**src/rtl/regbus_cmd_initiator.sv**
```systemverilog
// Register-bus initiator: turns a command stream into single regbus
// transactions, with a per-transaction timeout. The response comes back on a
// valid-ready stream.
// The request bus is laid out MSB first as {valid, addr, write, wdata, wstrb}.
// The response bus is laid out MSB first as {ready, rdata, error}.
// A packed req_t/rsp_t struct declared in that field order can be passed in
// place of the default vectors.
module regbus_cmd_initiator #(
  parameter int unsigned AddrWidth     = 48,
  parameter int unsigned DataWidth     = 32,
  parameter int unsigned TimeoutCycles = 1024,
  parameter type req_t = logic [AddrWidth+DataWidth+DataWidth/8+1:0],
  parameter type rsp_t = logic [DataWidth+1:0]
) (
  input  logic                   clk_i,
  input  logic                   rst_ni,
  input  logic                   cmd_valid_i,
  output logic                   cmd_ready_o,
  input  logic [AddrWidth-1:0]   cmd_addr_i,
  input  logic                   cmd_write_i,
  input  logic [DataWidth-1:0]   cmd_wdata_i,
  input  logic [DataWidth/8-1:0] cmd_wstrb_i,
  output logic                   rsp_valid_o,
  input  logic                   rsp_ready_i,
  output logic [DataWidth-1:0]   rsp_rdata_o,
  output logic                   rsp_error_o,
  output logic                   rsp_timeout_o,
  output req_t                   reg_req_o,
  input  rsp_t                   reg_rsp_i,
  output logic                   busy_o,
  output logic [31:0]            txn_count_o
);

  localparam int unsigned StrbWidth = DataWidth / 8;
  localparam int unsigned ReqWidth  = AddrWidth + DataWidth + StrbWidth + 2;
  localparam int unsigned RspWidth  = DataWidth + 2;
  localparam int unsigned CntRaw    = $clog2(TimeoutCycles + 1);
  localparam int unsigned CntWidth  = (CntRaw < 1) ? 1 : CntRaw;
  localparam int unsigned CntLast   = (TimeoutCycles > 0) ? TimeoutCycles - 1 : 0;

  typedef enum logic [1:0] {IDLE, REQ, RESP} state_e;

  state_e                 state_q, state_d;
  logic [AddrWidth-1:0]   addr_q;
  logic                   write_q;
  logic [DataWidth-1:0]   wdata_q;
  logic [StrbWidth-1:0]   wstrb_q;
  logic [DataWidth-1:0]   rdata_q;
  logic                   error_q;
  logic                   timeout_q;
  logic [CntWidth-1:0]    tmo_cnt_q;
  logic [31:0]            txn_cnt_q;

  logic [ReqWidth-1:0]    req_vec;
  logic [RspWidth-1:0]    rsp_vec;
  logic                   slv_ready;
  logic [DataWidth-1:0]   slv_rdata;
  logic                   slv_error;

  logic                   cmd_accept;
  logic                   req_done;
  logic                   req_expire;
  logic                   rsp_handshake;

  // Write responses carry no data, so read data is forced to zero for writes.
  function automatic logic [DataWidth-1:0] resp_data(input logic          is_write,
                                                     input logic [DataWidth-1:0] d);
    return is_write ? '0 : d;
  endfunction

  assign rsp_vec   = reg_rsp_i;
  assign slv_ready = rsp_vec[RspWidth-1];
  assign slv_rdata = rsp_vec[DataWidth:1];
  assign slv_error = rsp_vec[0];

  // Valid is taken straight from the state register.
  // This keeps the request free of any combinational path from the command inputs.
  assign req_vec   = {state_q == REQ, addr_q, write_q, wdata_q, wstrb_q};
  assign reg_req_o = req_vec;

  assign cmd_ready_o   = (state_q == IDLE);
  assign busy_o        = (state_q != IDLE);
  assign rsp_valid_o   = (state_q == RESP);
  assign rsp_rdata_o   = rdata_q;
  assign rsp_error_o   = error_q;
  assign rsp_timeout_o = timeout_q;
  assign txn_count_o   = txn_cnt_q;

  // State register
  always_ff @(posedge clk_i or negedge rst_ni) begin
    if (!rst_ni) state_q <= IDLE;
    else         state_q <= state_d;
  end

  // Next-state and handshake decode.
  // A slave ready in the timeout cycle beats the timeout.
  always_comb begin
    state_d       = state_q;
    cmd_accept    = 1'b0;
    req_done      = 1'b0;
    req_expire    = 1'b0;
    rsp_handshake = 1'b0;
    unique case (state_q)
      IDLE: begin
        if (cmd_valid_i) begin
          cmd_accept = 1'b1;
          state_d    = REQ;
        end
      end
      REQ: begin
        if (slv_ready) begin
          req_done = 1'b1;
          state_d  = RESP;
        end else if ((TimeoutCycles != 0) && (tmo_cnt_q == CntWidth'(CntLast))) begin
          req_expire = 1'b1;
          state_d    = RESP;
        end
      end
      RESP: begin
        if (rsp_ready_i) begin
          rsp_handshake = 1'b1;
          state_d       = IDLE;
        end
      end
      default: state_d = IDLE;
    endcase
  end

  // Latch the accepted command; it drives the request for the whole REQ phase
  always_ff @(posedge clk_i or negedge rst_ni) begin
    if (!rst_ni) begin
      addr_q  <= '0;
      write_q <= 1'b0;
      wdata_q <= '0;
      wstrb_q <= '0;
    end else if (cmd_accept) begin
      addr_q  <= cmd_addr_i;
      write_q <= cmd_write_i;
      wdata_q <= cmd_wdata_i;
      wstrb_q <= cmd_wstrb_i;
    end
  end

  // Capture the slave response, or synthesise an error response on timeout
  always_ff @(posedge clk_i or negedge rst_ni) begin
    if (!rst_ni) begin
      rdata_q   <= '0;
      error_q   <= 1'b0;
      timeout_q <= 1'b0;
    end else if (req_done) begin
      rdata_q   <= resp_data(write_q, slv_rdata);
      error_q   <= slv_error;
      timeout_q <= 1'b0;
    end else if (req_expire) begin
      rdata_q   <= '0;
      error_q   <= 1'b1;
      timeout_q <= 1'b1;
    end
  end

  // Count cycles spent in REQ.
  // The counter is cleared once the response has been handed off.
  always_ff @(posedge clk_i or negedge rst_ni) begin
    if (!rst_ni)                tmo_cnt_q <= '0;
    else if (rsp_handshake)     tmo_cnt_q <= '0;
    else if (state_q == REQ)    tmo_cnt_q <= tmo_cnt_q + CntWidth'(1);
  end

  // Completed-transaction counter, wraps naturally at 2^32
  always_ff @(posedge clk_i or negedge rst_ni) begin
    if (!rst_ni)            txn_cnt_q <= '0;
    else if (rsp_handshake) txn_cnt_q <= txn_cnt_q + 32'd1;
  end

  a_req_stable: assert property (@(posedge clk_i) disable iff (!rst_ni)
    (state_q == REQ) |=> ((state_q != REQ) || $stable(req_vec)));

  a_rsp_stable: assert property (@(posedge clk_i) disable iff (!rst_ni)
    (rsp_valid_o && !rsp_ready_i) |=>
      (rsp_valid_o && $stable({rsp_rdata_o, rsp_error_o, rsp_timeout_o})));

  a_req_valid_known: assert property (@(posedge clk_i) disable iff (!rst_ni)
    !$isunknown(req_vec[ReqWidth-1]));

endmodule

```
**config.mk**
```make
export PLATFORM = sky130hd
export DESIGN_NAME = regbus_cmd_initiator
export DESIGN_NICKNAME = d
export VERILOG_FILES = /design/src/rtl/regbus_cmd_initiator.sv
export SDC_FILE = /design/constraint.sdc
export NUM_CORES = 1
export LEC_CHECK = 0
export BUFFER_PORTS_ARGS = -buffer_cell sky130_fd_sc_hd__clkbuf_2
export CORE_MARGIN = 5
export CORE_UTILIZATION = 45
export CTS_BUF_LIST = sky130_fd_sc_hd__clkbuf_4 sky130_fd_sc_hd__clkbuf_8
export DETAILED_ROUTE_END_ITERATION = 10
export PLACE_DENSITY = 0.79
export SETUP_SLACK_MARGIN = 0.4
export SLEW_MARGIN = 10
export SYNTH_ARGS = -nofsm -noshare
export SYNTH_HDL_FRONTEND = slang
export SYNTH_SLANG_ARGS = --single-unit
```
**constraint.sdc**
```tcl
create_clock -name clk_i -period 1.66 [get_ports clk_i]
set_input_delay 0.166 -clock clk_i [delete_from_list [all_inputs] [get_ports clk_i]]
set_output_delay 0.166 -clock clk_i [all_outputs]
set_load 0.02 [all_outputs]
```
# After elaboration in Yosys (flattened, before gate mapping)
# Index checks and enable logic that the tools add are counted.
[op_classes]
n_mux = 22
eq_ne = 6
n_reduce_logical = 5
add_sub_neg = 2
[op_table]
columns = ["op", "n"]
rows = [
  ["$mux 32", 3],
  ["$add 32x1->32 const B", 1],
  ["$mux 11", 2],
  ["$mux 1", 12],
  ["$add 11x1->11 const B", 1],
  ["$eq 11x10->1 const B", 1],
  ["$mux 2", 4],
  ["$pmux 2 s3", 1],
  ["$reduce_bool 2->1", 3],
  ["$ne 3x1->1 const B", 1],
  ["$reduce_and 3->1", 1],
  ["$eq 2x1->1 const B", 1],
  ["$eq 2x2->1 const B", 1],
  ["$logic_not 2->1", 1],
  ["$ne 2x1->1 const B", 1],
  ["$ne 2x2->1 const B", 1],
]
[word_totals]
regBits = 164

# Longest topological paths before layout
[logic_depth]
word_depth = 6
mapped_depth = 6

# Worst setup path before layout
# Ideal clock, no wire load.
[synth_path]
kind = "reg-to-reg"
from = "reg state_q[1]"
to = "reg addr_q[0]"
t_arrival_ns = 1.701
period_less_slack_ns = 1.826
t_required_ns = 1.535
setup_time_ns = 0.125
n_path_buf = 3
setup_slack_ns = -0.166
path_stages_with_launch = 7
path_cell_list = "dfrtp_1 > nor2_1 > and2_1 > buf_2 > buf_4 > buf_4 > mux2_2"
[synth_via]
elab_chain_len = 2
[synth_rtl]
columns = ["element", "line", "rtl"]
rows = [
  ["start: declaration", "43", "state_e state_q, state_d;"],
  ["start signal: assignment", "92", "else state_q <= state_d;"],
  ["$logic_not 2->1", "n/a", ""],
  ["named net cmd_ready_o", "18", "output logic cmd_ready_o,"],
  ["$mux 1", "103", "unique case (state_q)"],
  ["end signal: assignment", "137", "addr_q <= cmd_addr_i;"],
  ["end: declaration", "44", "logic [AddrWidth-1:0] addr_q;"],
]
# The timed path passes the listed nets, and every way through them passes these cells.
# A chain may end at the register's enable or synchronous reset.

# Worst setup path after layout
[layout_path]
from = "reg state_q[0]"
to = "reg txn_cnt_q[19], in the netlist txn_count_o[19]"
[layout_via]
elab_chain_len = 2
[layout_rtl]
columns = ["element", "line", "rtl"]
rows = [
  ["$eq 2x2->1", "103", ""],
  ["$mux 1", "103", ""],
  ["end signal: assignment", "172", "else if (rsp_handshake) txn_cnt_q <= txn_cnt_q + 32'd1;"],
  ["end: declaration", "52", "logic [31:0] txn_cnt_q;"],
]
# No other way between the ends.

==> run summary <==
outcome = finished with violations
violated checks = negative setup slack
Hold Fails Final Rpt = 0
die width = 131 um
final core occ = 0.839
part of the Yosys area used for sequential elements = 0.624
Tmin final = 1720 ps
asr flop ratio synth = 1.00
Yosys cell types = 42
number of port buffers = 277
initial antenna violation count = 1
Filler cells = 646
crit path kind = reg -> reg
post-synth net total = 590
Max-Cap Viols = 0
flops & latches, synth = 164
io pins = 278
prevailing post-synth register cell = dfrtp_1
CTS clk-pin slew, worst paths = 90 ps
All-Layer GR Usage = 0.282
DRC violations left = 0
commonest non-fill, non-tap cell in the layout = clkbuf_2
DR vias = 6,462
Inst Count DP = 931
CP most frequent cell = buf_6
area grow syn2layout = 84.1%
vias in the first global route = 6,810
Tightest Pin Transition = 430 ps
commonest non-fill, non-tap cells in the layout = clkbuf_2 (251), dfrtp_1 (145), dlygate4sd3_1 (120)
# setup viols final = 8
Seq pwr share = 0.328
vias per cell = 5.43
die area = 17,100 um^2
CTS Buf Count = 17
root buffer cell = clkbuf_8
H-tree depth = 4
switch share = 0.388
clk_skew = 13.3 ps
core box area = 14,400 um^2
Crit. End Element = register
Worst Hold Class = in -> reg
VDD IR-drop max = 0.00127 V
drt pass-1 iters = 5
Mapped Area = 6580 um^2
first-pass GRT wire length = 36,800 um
Routed Wire Length = 28,000 um
synth warn = 0
Placer Congestion = 0.852
layout cells sized above 1 = 0.603
Pint = 12.8 mW
syn avg cell area = 14.1 um^2
Peak Freq = 582 MHz
final worst slack = -58.7 ps
Starting Density = 0.456
PD cells = 1720 nW/um^2
Antenna Nets Post-Route = 0
clk buf depth = 2
global route total overflow = 0
critical path required time = 2020 ps
Total Power = 20.8 mW
unrepaired setup endpoints after global routing = yes
placed standard-cell area = 8600 um^2
post-synthesis cell count = 465
startpoint types = register
Net Switching = 8.09 mW
Slowest cell on crit path = dfrtp_2
critical path arrival = 2080 ps
Clock power frac = 0.159
Leak Pwr = 6.12 nW
die height = 131 um
post-route cell area = 12,100 um^2
Clock Sinks = 164
Hold Slack = 48.4 ps
Nets = 1,116
fin. max-slew vios = 0
initial detailed-routing violation count = 400
Crit path largest cell delay = 460 ps
Clk Latency, worst-skew pair = 460 ps
post-route insts no fill = 1,190
final setup TNS = -183 ps
Combinational Power Share = 0.513
crit path cell chain = nand3b_1 -> buf_4 -> buf_6 -> nor2_4 -> buf_12 -> buf_6 -> nand3_2 -> xnor2_1
largest net degree at the start of global routing = 43
CTS tree = built
final cycle utilization of the critical path = 1.04
Setup WS pre-CTS = 18.0 ps
Post-synth EDFFs = 0
Site Rows = 44
DR WL/cell = 23.5 um
largest fanout on the critical path = 6
slew margin rel. = 0.713
Detailed Place HPWL = 13,300 um
## synth_stat cells (3+ instances only)
master,count,share of area
mux2i_1,3,0.0046
o21ai_0,8,0.0061
a22o_1,32,0.043
nor4_1,3,0.0029
nand4_1,19,0.018
buf_6,5,0.0086
nor3_1,6,0.0046
buf_2,11,0.0084
inv_1,7,0.0040
dfrtp_1,164,0.62
xnor2_1,23,0.031
and3_1,6,0.0057
buf_4,7,0.0080
a21oi_1,3,0.0023
nor2_1,10,0.0057
xor2_1,8,0.011
nand3_1,11,0.0084
nand2_1,24,0.014
mux2_2,85,0.15
## registers in the layout, summed over array words and instances, names as in the netlist
name and flops:
rsp_timeout_o 1, state_q 2, wdata_q 32, write_q 1
wstrb_q 4, rsp_error_o 1, txn_count_o 32, rsp_rdata_o 32
tmo_cnt_q 11, addr_q 48
## worst paths after layout
check,start,end,slack (ps),cells after the start
max,state_q[0]$_DFFE_PN0P_,txn_count_o[19]$_DFFE_PN0P_,-60,8
min,reg_rsp_i[33],rsp_timeout_o$_DFFE_PN0P_,50,3
max reg2reg,state_q[0]$_DFFE_PN0P_,txn_count_o[19]$_DFFE_PN0P_,-60,8
min reg2reg,txn_count_o[31]$_DFFE_PN0P_,txn_count_o[31]$_DFFE_PN0P_,490,1
max in group asynchronous,rst_ni,rsp_rdata_o[3]$_DFFE_PN0P_,870,3
min in group asynchronous,rst_ni,txn_count_o[23]$_DFFE_PN0P_,200,2
## cell type report
| cell class | instances | area [um^2] | area share |
|---|---|---|---|
| antenna | 2 | 5.00 | 0.000413 |
| clock buffer | 23 | 317 | 0.0261 |
| clock inverter | 9 | 140 | 0.0116 |
| inverter | 8 | 35.0 | 0.00289 |
| multi-input combinational | 270 | 2880 | 0.238 |
| sequential | 164 | 4130 | 0.341 |
| tap | 184 | 230 | 0.0190 |
| timing repair buffer | 530 | 4370 | 0.361 |
## cells by family after synthesis
logic type | count (synthesis) | synth area share
AND/OR/NAND/NOR | 99 | 0.0896
multiplexers | 88 | 0.150
XOR/XNOR | 31 | 0.0413
flip-flops | 164 | 0.624
AO/OA/AOI/OAI | 49 | 0.0607
adder cells (fa/ha/maj) | 2 | 0.00380
buffers and inverters | 32 | 0.0306
## power groups by stage
stage / Clock [mW] / Sequential (mW) / Combinational (mW)
final: 3.32 / 6.83 / 10.7
after global routing: 3.47 / 6.99 / 11.1
after CTS: 3.28 / 6.62 / 9.20
after detailed placement: 0 / 6.65 / 7.42
after global placement: 0 / 6.54 / 7.24
after floorplan: 0 / 8.31 / 3.00
## timing repair
item / 4_1_cts / 5_1_grt
setup buffers: 46 / 45
hold endpoints to repair: 171 / 0
cloned: 9 / 5
resized for setup: 99 / 123
hold buffers: 120 / 0
endpoints found under the setup margin: 176 / 199
pin swaps: 20 / 56
## critical path, delay by kind of cell (launching register included)
family / cells / cell delay, ps
xor+xnor: 1 / 210
buf+inv: 4 / 520
flops: 1 / 460
simple gates: 3 / 430
## per-layer routing
layer	wire [um]	track usage	share of wire	up-vias
met4	1100	0.114	0.039	0
met5	0	0	0	-
met3	2150	0.0760	0.077	95
met2	14900	0.502	0.53	414
met1	9820	0.320	0.35	3224
li1	-	-	-	2729
(Power assumes the default switching activity.)
